<file path="config.mk">
export PLATFORM = sky130hd
export DESIGN_NAME = cfu_arbiter
export DESIGN_NICKNAME = d
export VERILOG_FILES = /design/src/rtl/cfu_arbiter_pkg.sv /design/src/rtl/cfu_arbiter_rr.sv /design/src/rtl/cfu_arbiter.sv
export SDC_FILE = /design/constraint.sdc
export NUM_CORES = 1
export LEC_CHECK = 0
export ABC_CLOCK_PERIOD_IN_PS = 8300
export CAP_MARGIN = 10
export CORE_AREA = 2 2 173 175
export CTS_CLUSTER_SIZE = 14
export DETAILED_ROUTE_END_ITERATION = 8
export DIE_AREA = 0 0 175 177
export GPL_TIMING_DRIVEN = 0
export HOLD_SLACK_MARGIN = 0.03
export PLACE_DENSITY = 0.54
export SLEW_MARGIN = 25
export SYNTH_ARGS = -nofsm -noshare
export SYNTH_HDL_FRONTEND = slang
export SYNTH_SLANG_ARGS = --single-unit
</file>
<file path="constraint.sdc">
create_clock -name clk -period 8.3 [get_ports clk]
set_clock_uncertainty 0.15 [all_clocks]
set_input_delay 2.075 -clock clk [delete_from_list [all_inputs] [get_ports clk]]
set_output_delay 2.075 -clock clk [all_outputs]
set_load 0.03 [all_outputs]
</file>
<file path="src/rtl/cfu_arbiter_pkg.sv">
// cfu_types: shared widths, payload structs and the response FSM state type
// used by the CFU arbiter and its round-robin sub-block.
//   cfu_req_t   request payload broadcast from the core to every CFU
//   cfu_resp_t  response payload returned by one CFU (or the local error slot)
package cfu_types;

   localparam int C_M_CFU_ID_W     = 4;
   localparam int C_M_CFU_CFU_W    = 3;
   localparam int C_M_CFU_STATE_W  = 2;
   localparam int C_M_CFU_FUNC_W   = 7;
   localparam int C_M_CFU_INSN_W   = 32;
   localparam int C_M_CFU_DATA_W   = 32;
   localparam int C_M_CFU_STATUS_W = 3;

   localparam logic [C_M_CFU_STATUS_W-1:0] CFU_STATUS_OK    = C_M_CFU_STATUS_W'(0);
   localparam logic [C_M_CFU_STATUS_W-1:0] CFU_STATUS_ERROR = C_M_CFU_STATUS_W'(2);

   typedef struct packed {
      logic [C_M_CFU_ID_W-1:0]    id;
      logic [C_M_CFU_CFU_W-1:0]   cfu;
      logic [C_M_CFU_STATE_W-1:0] state;
      logic [C_M_CFU_FUNC_W-1:0]  func;
      logic [C_M_CFU_INSN_W-1:0]  insn;
      logic [C_M_CFU_DATA_W-1:0]  data0;
      logic [C_M_CFU_DATA_W-1:0]  data1;
   } cfu_req_t;

   typedef struct packed {
      logic [C_M_CFU_ID_W-1:0]     id;
      logic [C_M_CFU_STATUS_W-1:0] status;
      logic [C_M_CFU_DATA_W-1:0]   data;
   } cfu_resp_t;

   typedef enum logic {
      ARB_IDLE   = 1'b0,
      ARB_LOCKED = 1'b1
   } arb_state_t;

endpackage

</file>
<file path="src/rtl/cfu_arbiter_rr.sv">
// cfu_rr_arbiter: round-robin picker over N request lines.
//   clk, rst  clock and synchronous active-high reset
//   req       request vector
//   lock      hold the previously presented grant instead of re-arbitrating
//   advance   grant consumed: pointer moves to grant+1 (mod N)
//   grant     one-hot grant (all zero when nothing requests and not locked)
//   idx       binary index of the grant
//   any       at least one request line is high
//   ptr       current round-robin pointer
module cfu_rr_arbiter #(
   parameter int N = 5,
   localparam int IW = (N > 1) ? $clog2(N) : 1
) (
   input  logic          clk,
   input  logic          rst,
   input  logic [N-1:0]  req,
   input  logic          lock,
   input  logic          advance,
   output logic [N-1:0]  grant,
   output logic [IW-1:0] idx,
   output logic          any,
   output logic [IW-1:0] ptr
);

   logic [IW-1:0] ptr_q;
   logic [IW-1:0] held_q;
   logic [IW-1:0] pick_idx;
   logic          found;
   logic [IW:0]   cand;

   // First requesting line at or after the pointer, wrapping at N.
   always_comb begin
      pick_idx = '0;
      found    = 1'b0;
      cand     = '0;
      for (int i = 0; i < N; i++) begin
         cand = {1'b0, ptr_q} + (IW+1)'(i);
         if (cand >= (IW+1)'(N)) cand = cand - (IW+1)'(N);
         if (!found && req[cand[IW-1:0]]) begin
            found    = 1'b1;
            pick_idx = cand[IW-1:0];
         end
      end
   end

   assign any = |req;
   assign idx = lock ? held_q : pick_idx;
   assign ptr = ptr_q;

   always_comb begin
      grant = '0;
      for (int i = 0; i < N; i++) grant[i] = (idx == IW'(i)) & (any | lock);
   end

   // held_q tracks the live pick until locked, so it already holds the
   // grant that was presented in the cycle the lock was taken.
   always_ff @(posedge clk) begin
      if (rst) begin
         ptr_q  <= '0;
         held_q <= '0;
      end else begin
         if (!lock) held_q <= pick_idx;
         if (advance) ptr_q <= (idx == IW'(N-1)) ? '0 : idx + IW'(1);
      end
   end

endmodule

</file>
<file path="src/rtl/cfu_arbiter.sv">
// cfu_arbiter: shares the core's single CFU request/response port among
// NUM_CFUS CFUs. Requests are steered by cpu_req_cfu; responses from the CFUs
// and from a one-entry local error slot are merged round-robin.
//   cpu_req_*   core request (valid/ready + payload)
//   cpu_resp_*  merged response to the core (valid/ready + id/status/data)
//   cfu_req_*   one-hot valid, per-CFU ready, broadcast payload
//   cfu_resp_*  per-CFU valid + payload, one-hot ready
//   dbg_*       response FSM state, outstanding count, round-robin pointer
// Handshakes: a transfer happens on a cycle where valid and ready are both 1
// at the rising edge; valid must not depend on ready, and a source holding
// valid keeps its payload stable until the transfer.
module cfu_arbiter
   import cfu_types::*;
#(
   parameter int NUM_CFUS        = 4,
   parameter int MAX_OUTSTANDING = 4,
   localparam int SW = $clog2(NUM_CFUS + 1),
   localparam int CW = $clog2(MAX_OUTSTANDING + 1)
) (
   input  logic                        clk,
   input  logic                        rst,
   input  logic                        cpu_req_valid,
   output logic                        cpu_req_ready,
   input  logic [C_M_CFU_ID_W-1:0]     cpu_req_id,
   input  logic [C_M_CFU_CFU_W-1:0]    cpu_req_cfu,
   input  logic [C_M_CFU_STATE_W-1:0]  cpu_req_state,
   input  logic [C_M_CFU_FUNC_W-1:0]   cpu_req_func,
   input  logic [C_M_CFU_INSN_W-1:0]   cpu_req_insn,
   input  logic [C_M_CFU_DATA_W-1:0]   cpu_req_data0,
   input  logic [C_M_CFU_DATA_W-1:0]   cpu_req_data1,
   output logic                        cpu_resp_valid,
   input  logic                        cpu_resp_ready,
   output logic [C_M_CFU_ID_W-1:0]     cpu_resp_id,
   output logic [C_M_CFU_STATUS_W-1:0] cpu_resp_status,
   output logic [C_M_CFU_DATA_W-1:0]   cpu_resp_data,
   output logic [NUM_CFUS-1:0]         cfu_req_valid,
   input  logic [NUM_CFUS-1:0]         cfu_req_ready,
   output cfu_req_t                    cfu_req_payload,
   input  logic [NUM_CFUS-1:0]         cfu_resp_valid,
   output logic [NUM_CFUS-1:0]         cfu_resp_ready,
   input  cfu_resp_t                   cfu_resp_payload [NUM_CFUS],
   output arb_state_t                  dbg_state,
   output logic [CW-1:0]               dbg_count,
   output logic [SW-1:0]               dbg_ptr
);

   arb_state_t        state_q, state_d;
   logic [CW-1:0]     count_q;
   logic              err_full;
   cfu_resp_t         err_q;
   logic              room, sel_ok, sel_ready;
   logic              req_hs, resp_hs, err_load, err_pop;
   logic [NUM_CFUS:0] src_valid, grant;
   logic [SW-1:0]     grant_idx;
   logic              any_valid, locked, grant_valid;
   cfu_resp_t         resp_pay;

   assign cfu_req_payload = '{id: cpu_req_id, cfu: cpu_req_cfu, state: cpu_req_state,
                              func: cpu_req_func, insn: cpu_req_insn,
                              data0: cpu_req_data0, data1: cpu_req_data1};

   // Request steering; out-of-range CFU numbers are absorbed by the error slot.
   assign room   = count_q < CW'(MAX_OUTSTANDING);
   assign sel_ok = int'(cpu_req_cfu) < NUM_CFUS;

   always_comb begin
      cfu_req_valid = '0;
      sel_ready     = 1'b0;
      for (int i = 0; i < NUM_CFUS; i++) begin
         if (int'(cpu_req_cfu) == i) begin
            cfu_req_valid[i] = cpu_req_valid & room;
            sel_ready        = cfu_req_ready[i];
         end
      end
      cpu_req_ready = sel_ok ? (sel_ready & room) : (room & ~err_full);
      if (rst) begin
         cfu_req_valid = '0;
         cpu_req_ready = 1'b0;
      end
   end

   assign req_hs   = cpu_req_valid & cpu_req_ready;
   assign err_load = req_hs & ~sel_ok;

   // Response merge: the error slot is the highest-numbered source.
   assign src_valid = {err_full, cfu_resp_valid};
   assign locked    = (state_q == ARB_LOCKED);

   cfu_rr_arbiter #(.N(NUM_CFUS + 1)) u_rr (
      .clk     (clk),
      .rst     (rst),
      .req     (src_valid),
      .lock    (locked),
      .advance (resp_hs),
      .grant   (grant),
      .idx     (grant_idx),
      .any     (any_valid),
      .ptr     (dbg_ptr)
   );

   always_comb begin
      resp_pay = err_q;
      for (int i = 0; i < NUM_CFUS; i++) begin
         if (grant[i]) resp_pay = cfu_resp_payload[i];
      end
   end

   assign cpu_resp_valid  = ~rst & (any_valid | locked);
   assign cpu_resp_id     = resp_pay.id;
   assign cpu_resp_status = resp_pay.status;
   assign cpu_resp_data   = resp_pay.data;
   assign resp_hs         = cpu_resp_valid & cpu_resp_ready;
   assign cfu_resp_ready  = resp_hs ? grant[NUM_CFUS-1:0] : '0;
   assign err_pop         = resp_hs & grant[NUM_CFUS];
   assign grant_valid     = |(grant & src_valid);

   // A grant the core stalls on is frozen until the core takes it.
   always_comb begin
      state_d = state_q;
      case (state_q)
         ARB_IDLE:   if (any_valid && !cpu_resp_ready) state_d = ARB_LOCKED;
         ARB_LOCKED: if (cpu_resp_ready) state_d = ARB_IDLE;
         default:    state_d = ARB_IDLE;
      endcase
   end

   always_ff @(posedge clk) begin
      if (rst) begin
         state_q  <= ARB_IDLE;
         count_q  <= '0;
         err_full <= 1'b0;
         err_q    <= '0;
      end else begin
         assert (!(resp_hs && !req_hs && count_q == '0));
         assert (!(req_hs && !resp_hs && count_q == CW'(MAX_OUTSTANDING)));
         assert (!(locked && !grant_valid));
         state_q <= state_d;
         if (req_hs && !resp_hs) count_q <= count_q + CW'(1);
         else if (!req_hs && resp_hs) count_q <= count_q - CW'(1);
         // Pop then load: a load in the same cycle wins.
         if (err_load) begin
            err_full <= 1'b1;
            err_q    <= '{id: cpu_req_id, status: CFU_STATUS_ERROR, data: '0};
         end else if (err_pop) begin
            err_full <= 1'b0;
         end
      end
   end

   assign dbg_state = state_q;
   assign dbg_count = count_q;

endmodule

</file>
### Word-level counts from Yosys, hierarchy flattened

Index checks and enable logic that the tools add are counted.

* bitwise operators: 18
* order comparisons: 12
* add/subtract/negate cells: 12
* reduce and logical (&&, ||, !) cells: 19
* mux-type cells: 49
* equal/unequal tests: 7

Operator list (count)
* 39-bit 2-to-1 mux: 4
* 3-bit 2-to-1 mux: 14
* 1-bit 2-to-1 mux: 23
* 3-bit by 4-bit less-than comparator with 1-bit output (second input constant): 5
* 4-bit by 3-bit greater-or-equal comparator with 1-bit output (second input constant): 4
* 1-bit binary-select mux with 3-bit select: 5
* 3-bit subtractor (second input constant): 5
* 1-bit bitwise AND: 13
* 3-bit by 2-bit == test with 1-bit output (second input constant): 3
* 3-bit == test (second input constant): 3
* 3-bit by 2-bit adder with 4-bit output (second input constant): 2
* 4-bit 2-to-1 mux: 2
* 1-bit logical AND: 7
* 1-bit zero test: 7
* 3-bit by 1-bit adder with 3-bit output (second input constant): 2
* 3-bit zero test: 2
* 3-bit less-than comparator (second input constant): 2
* 5-bit OR reduction: 1
* 3-bit by 1-bit adder with 4-bit output (second input constant): 1
* 3-bit by 3-bit adder with 4-bit output (second input constant): 1
* 1-bit NOT: 4
* 2-bit nonzero test: 2
* 3-bit by 1-bit == test with 1-bit output (second input constant): 1
* 3-bit greater-or-equal comparator (second input constant): 1
* 3 further kinds: 3

* output and inout port bits: 168
* input bits: 280
* register bits: 16
* logic and storage cells: 124

### Logic depth before layout (Yosys ltp)

* depth in word-level cells: 24
* depth in mapped cells: 22
* gate-level depth less buffers: 19

### Hierarchy

From an unflattened synthesis, not the netlist that was laid out.

* cell total of the unflattened synthesis: 573
* area total of the unflattened synthesis: 4110.2 µm²

Modules (own cells, without submodules)
* cfu_arbiter: area each 2633.8 µm², times used 1, cells each 372, sequential area each 200.2 µm²
* cfu_rr_arbiter: area each 1476.4 µm², times used 1, cells each 201, sequential area each 120.1 µm²

### Worst setup path before layout

OpenSTA, ideal clock, no wires.

* path type: input-to-output
* start point: input cfu_resp_valid[1]
* end point: output cpu_resp_id[0]
* arrival: 5588 ps
* slack: 487 ps
* cell stages on the path: 16
* data required time: 6075 ps
* path buffers: 4
* cell sequence: buf_1 nor2b_1 mux4_2 o32ai_2 o22ai_1 a211oi_1 nor3_1 o211a_1 inv_1 ha_1 clkbuf_1 clkbuf_1 clkbuf_1 a21oi_1 o211ai_1 o221a_1

* word-level cells in the longest chain between the ends: 22
* elaborated cells on any way between the ends: 42
* classes of those cells: 3 x eq/ne; 24 x mux; 5 x bitwise; 10 x reduce/logical

Ends and longest elaborated chain
* start, declared: line cfu_arbiter.sv:39 `input logic [NUM_CFUS-1:0] cfu_resp_valid,`
* 1-bit binary-select mux with 3-bit select: line cfu_arbiter_rr.sv:39 `if (!found && req[cand[IW-1:0]]) begin`
* 1-bit 2-to-1 mux (implied by the code): line cfu_arbiter_rr.sv:39
* 1-bit 2-to-1 mux: line cfu_arbiter_rr.sv:39
* 1-bit zero test: line cfu_arbiter_rr.sv:39
* 1-bit logical AND: line cfu_arbiter_rr.sv:39
* 1-bit 2-to-1 mux: line cfu_arbiter_rr.sv:39
* 1-bit zero test: line cfu_arbiter_rr.sv:39
* 1-bit logical AND: line cfu_arbiter_rr.sv:39
* [... 5 more ...]
* 1-bit logical AND: line cfu_arbiter_rr.sv:39
* 3-bit 2-to-1 mux (*): line cfu_arbiter_rr.sv:39
* 3-bit 2-to-1 mux (*): line cfu_arbiter_rr.sv:47 `assign idx = lock ? held_q : pick_idx;`
* net grant_idx[0]: line cfu_arbiter.sv:54 `logic [SW-1:0] grant_idx;`
* 3-bit zero test: line cfu_arbiter_rr.sv:52 `for (int i = 0; i < N; i++) grant[i] = (idx == IW'(i)) & (any | lock);`
* 1-bit bitwise AND: line cfu_arbiter_rr.sv:52
* 39-bit 2-to-1 mux (3 in a row): line cfu_arbiter.sv:104 `if (grant[i]) resp_pay = cfu_resp_payload[i];`
* 39-bit 2-to-1 mux (*): line cfu_arbiter.sv:104
* end, declared: line cfu_arbiter.sv:33 `output logic [C_M_CFU_ID_W-1:0] cpu_resp_id,`

The timed path passes the listed nets; every way through them passes the cells marked *. The select of a mux whose other input is x is not followed.

### Worst setup path after layout

* start point: input cfu_resp_valid[2]
* end point: output cpu_resp_data[30]

* word-level cells in the longest chain between the ends: 22
* elaborated cells on any way between the ends: 42
* classes of those cells: 3 x eq/ne; 24 x mux; 5 x bitwise; 10 x reduce/logical

Ends and longest elaborated chain
* 1-bit binary-select mux with 3-bit select: line cfu_arbiter_rr.sv:39
* 1-bit 2-to-1 mux (implied by the code): line cfu_arbiter_rr.sv:39
* 1-bit 2-to-1 mux: line cfu_arbiter_rr.sv:39
* 1-bit zero test: line cfu_arbiter_rr.sv:39
* 1-bit logical AND: line cfu_arbiter_rr.sv:39
* 1-bit 2-to-1 mux: line cfu_arbiter_rr.sv:39
* 1-bit zero test: line cfu_arbiter_rr.sv:39
* 1-bit logical AND: line cfu_arbiter_rr.sv:39
* [... 5 more ...]
* 1-bit logical AND: line cfu_arbiter_rr.sv:39
* 3-bit 2-to-1 mux (*): line cfu_arbiter_rr.sv:39
* 3-bit 2-to-1 mux (*): line cfu_arbiter_rr.sv:47
* net grant_idx[0]: line cfu_arbiter.sv:54
* 3-bit zero test: line cfu_arbiter_rr.sv:52
* 1-bit bitwise AND: line cfu_arbiter_rr.sv:52
* 39-bit 2-to-1 mux (3 in a row): line cfu_arbiter.sv:104
* 39-bit 2-to-1 mux (*): line cfu_arbiter.sv:104
* end, declared: line cfu_arbiter.sv:35 `output logic [C_M_CFU_DATA_W-1:0] cpu_resp_data,`

Marked as above.

==> run_results.csv <==
group,metric,value,unit
die,die_w,175,µm
placed_design,globalplace.congestion,0.9244,
power,vdd.ir_drop.worst,0.0001217,V
route,detail-route-antenna-nets,0,
global_routing,overflow,0,
yosys,synth.area.top_cells,"buf_4 20%, nand2_1 8.0%, dfxtp_1 7.6%",
yosys,yosysUniqueCellTypes,67,
power,power.internal,1396,µW
yosys,yosysWarningCount,0,
setup_path,crit_arrival,5.79,ns
route,drt-initial-drc-count,307,
timing,hold_violations,0,
power,switching_power,2084,µW
placed_design,hpwlAfterDp,20.80,mm
setup_path,crit_path_max_fanout,10,
yosys,synth_top_family_by_area,"compound AO/OA/AOI/OAI gates",
timing,slew_headroom,49.02,%
die,start_util,14.49,%
timing,rsz0062_at_grt,"no",
yosys,synth_common_cells,"114 x buf_4, 90 x nand2_1, 63 x nor2_1, 59 x a21oi_1, 41 x o21ai_0",
clocking,cts.sink_count,16,
yosys,synth_edf_count,0,
timing,tightest_slew,0.7648,ns
yosys,syn_inst,636,
cells_and_area,nFillCells,3140,
clocking,clk_pin_slew,0.05,ns
yosys,synthAdderAreaFrac,5.080,%
setup_path,reg2reg_to,"err_full",
yosys,syn-num-nets,932,
yosys,syn_area_per_cell,6.661,µm²
clocking,cts_tree,"yes",
clocking,ctsRootBufferMaster,"clkbuf_16",
die,pin_count,448,
global_routing,grt_pass1_vias,5621,
clocking,clk-insertion-delay-late,0.25,ns
cells_and_area,fin_cells,1374,
placed_design,portBuffers,337,
yosys,ys_seq_area_share,7.561,%
cells_and_area,drive_gt1_share,23.63,%
cells_and_area,post-route-util,28.62,%
hold_path,hold_end,"err_q[33]",
yosys,synth_top_area_cell,"buf_4",
clocking,cts_hold_buf,0,
power,p_comb_share,94.0,%
timing,max_freq,0.1248,GHz
global_routing,grt_max_degree,12,
power,seqPwrFrac,2.9,%
timing,period_share,96.54,%
yosys,synth-xor-area-share,1.240,%
placed_design,placed_area,8098,µm²
route,drt_pass1_iterations,5,
yosys,yosys_register_bits,16,
die,rows,63,
clocking,cts_max_level,1,
cells_and_area,area_growth,97.55,%
yosys,synth.most_common_cell,"buf_4",
yosys,netlist.area_leader.share,20.20,%
yosys,syn-cell-area,4237,µm²
job,max_cap_viol_count,0,
die,coreArea,29240,µm²
setup_path,r2r_setup_slack,3.06,ns
hold_path,min_path_type,"reg2reg",
setup_path,required,6.08,ns
setup_path,r2r-start,"u_rr.ptr[1]",
timing,fin_crit,8.013,ns
setup_path,worstSetupPathType,"in2out",
clocking,cts_buffer_depth,2,
yosys,synth_flop_cell,"dfxtp_1",
power,p_sw_share,59.89,%
cells_and_area,final_area,8369,µm²
route,wl_per_cell,17.88,µm
power,leakage,0.003523,µW
global_routing,grt_pass1_wl,35.24,mm
timing,drv_slew,0,
route,drc_errors,0,
die,fp.dieH,177,µm
die,design.die.area,30980,µm²
hold_path,worstHoldStart,"err_q[33]",
cells_and_area,fin_nets,1279,
yosys,async_flop_share,0,%
run_status,status,"complete, no violations",
setup_path,cp-start-kind,"input port",
power,clockPowerShare,3.0,%
yosys,synth_compound_area_share,32.72,%
placed_design,post-place-cells,1363,
yosys,muxShareOfSynthArea,5.818,%
global_routing,antenna_found_initial,1,
yosys,yosys.area_share.simple,20.61,%
setup_path,cp-end-kind,"output port",
route,vias,5800,
route,drt-total-wl,24.56,mm
clocking,cts_buffers,3,
timing,finalSetupViolCount,0,
setup_path,r2r_cells,16,
global_routing,grt_util_all_layers,14.68,%
hold_path,whs_path_depth,2,
power,power.density,415.9,nW/µm²
timing,timing.hold.ws,0.3193,ns
route,viasPerCell,4.221,
[registers in the layout, indices dropped and copies added (netlist names)]
signal       cells
u_rr.held_q      3
u_rr.ptr         3
dbg_state        1
err_full         1
err_q            5
dbg_count        3
[power by group through the flow]
stage,sequential (µW),combinational (µW),clock (µW)
after global routing,105,3520,112
final,103,3270,105
after detailed placement,105,3300,0
after global placement,104,3300,0
after floorplan,113,1980,0
after CTS,103,3310,108
[per-layer routing]
layer  part of all wire, %  vias to the layer above  global-route usage [%]
met5                     0                        -                       0
met4                   1.3                        0                   2.083
met3                   6.7                       14                   2.405
met2                    52                      262                   27.09
met1                    40                     2722                   18.20
li1                      -                     2802                       -
[critical path, stage by stage]
cell	delay, ns
buf_2	0.21
mux2i_1	0.10
mux4_2	0.52
o32ai_4	0.42
o22ai_1	0.14
a211oi_1	0.34
nor3_1	0.09
o211a_1	0.29
inv_1	0.14
ha_2	0.21
ha_4	0.16
nand2b_4	0.14
a211oi_4	0.04
buf_4	0.18
buf_6	0.14
buf_6	0.14
a22o_1	0.23
clkbuf_4	0.19
[through the flow]
| stage | setup TNS (ns) | setup slack (ns) | power [µW] |
|---|---|---|---|
| final | 0 | 0.2875 | 3481 |
| after global routing | 0 | 0.06882 | 3733 |
| after CTS | 0 | 0.005812 | 3522 |
| after detailed placement | -61.78 | -1.715 | 3401 |
| after global placement | -63.90 | -1.721 | 3401 |
| after floorplan | 0 | 0.4873 | 2092 |
[cells in the final DEF, fill, tap and decap left out, drive strengths merged, types with 4 or more instances in the layout]
| cell | count |
|---|---|
| clkdlybuf4s50 | 295 |
| nor2b | 7 |
| nand3 | 5 |
| nor3 | 6 |
| ha | 14 |
| o21ai | 41 |
| clkdlybuf4s15 | 17 |
| clkbuf | 40 |
| a21oi | 60 |
| and2 | 4 |
| inv | 20 |
| a31oi | 4 |
| o211ai | 8 |
| buf | 154 |
| nor2 | 63 |
| and3 | 5 |
| nand2b | 4 |
| a22o | 34 |
| a211oi | 6 |
| mux2i | 13 |
| nand2 | 91 |
| o221a | 6 |
| dfxtp | 16 |
| mux4 | 4 |
[what timing repair did]
action / in CTS / in global routing
pin swaps: 4 / 1
resized for setup: 208 / 23
endpoints found under the setup margin: 43 / 41
hold endpoints to repair: 0 / 0
buffers inserted: 7 / 1
gates cloned: 1 / 0
[kinds of logic (layout without fill, tap and decap cells)]
| group | count (synthesis) | in the layout |
|---|---|---|
| other | 0 | 2 |
| AOI/OAI and AO/OA | 197 | 197 |
| buffers and inverters | 183 | 529 |
| and+or+nand+nor | 199 | 199 |
| muxes | 19 | 19 |
| DFF | 16 | 16 |
| adders and majority gates | 16 | 16 |
| xor gates and xnor gates | 6 | 6 |
[worst max path at each step]
stage | startpoint | slack, ns | endpoint
after floorplan | cfu_resp_valid[1] | 0.49 | cpu_resp_id[0]
after global placement | cfu_resp_valid[3] | -1.72 | cpu_resp_status[1]
after detailed placement | cfu_resp_valid[3] | -1.72 | cpu_resp_id[0]
after CTS | cfu_resp_valid[3] | 0.006 | cpu_resp_data[21]
after global routing | cfu_resp_valid[2] | 0.07 | cpu_resp_data[21]
final | cfu_resp_valid[2] | 0.29 | cpu_resp_data[30]
[area by class of cell]
| class | instances | area (µm²) | share of cell area [%] |
|---|---|---|---|
| clock buffer | 4 | 88.84 | 1.061 |
| multi-input combinational | 437 | 2902 | 34.67 |
| buffer | 159 | 1116 | 13.34 |
| antenna | 2 | 5.005 | 0.05980 |
| timing repair buffer | 346 | 3374 | 40.32 |
| inverter | 20 | 75.07 | 0.8970 |
| tap | 390 | 488.0 | 5.830 |
| sequential | 16 | 320.3 | 3.827 |
No activity file was read; power rests on OpenSTA's default activity.
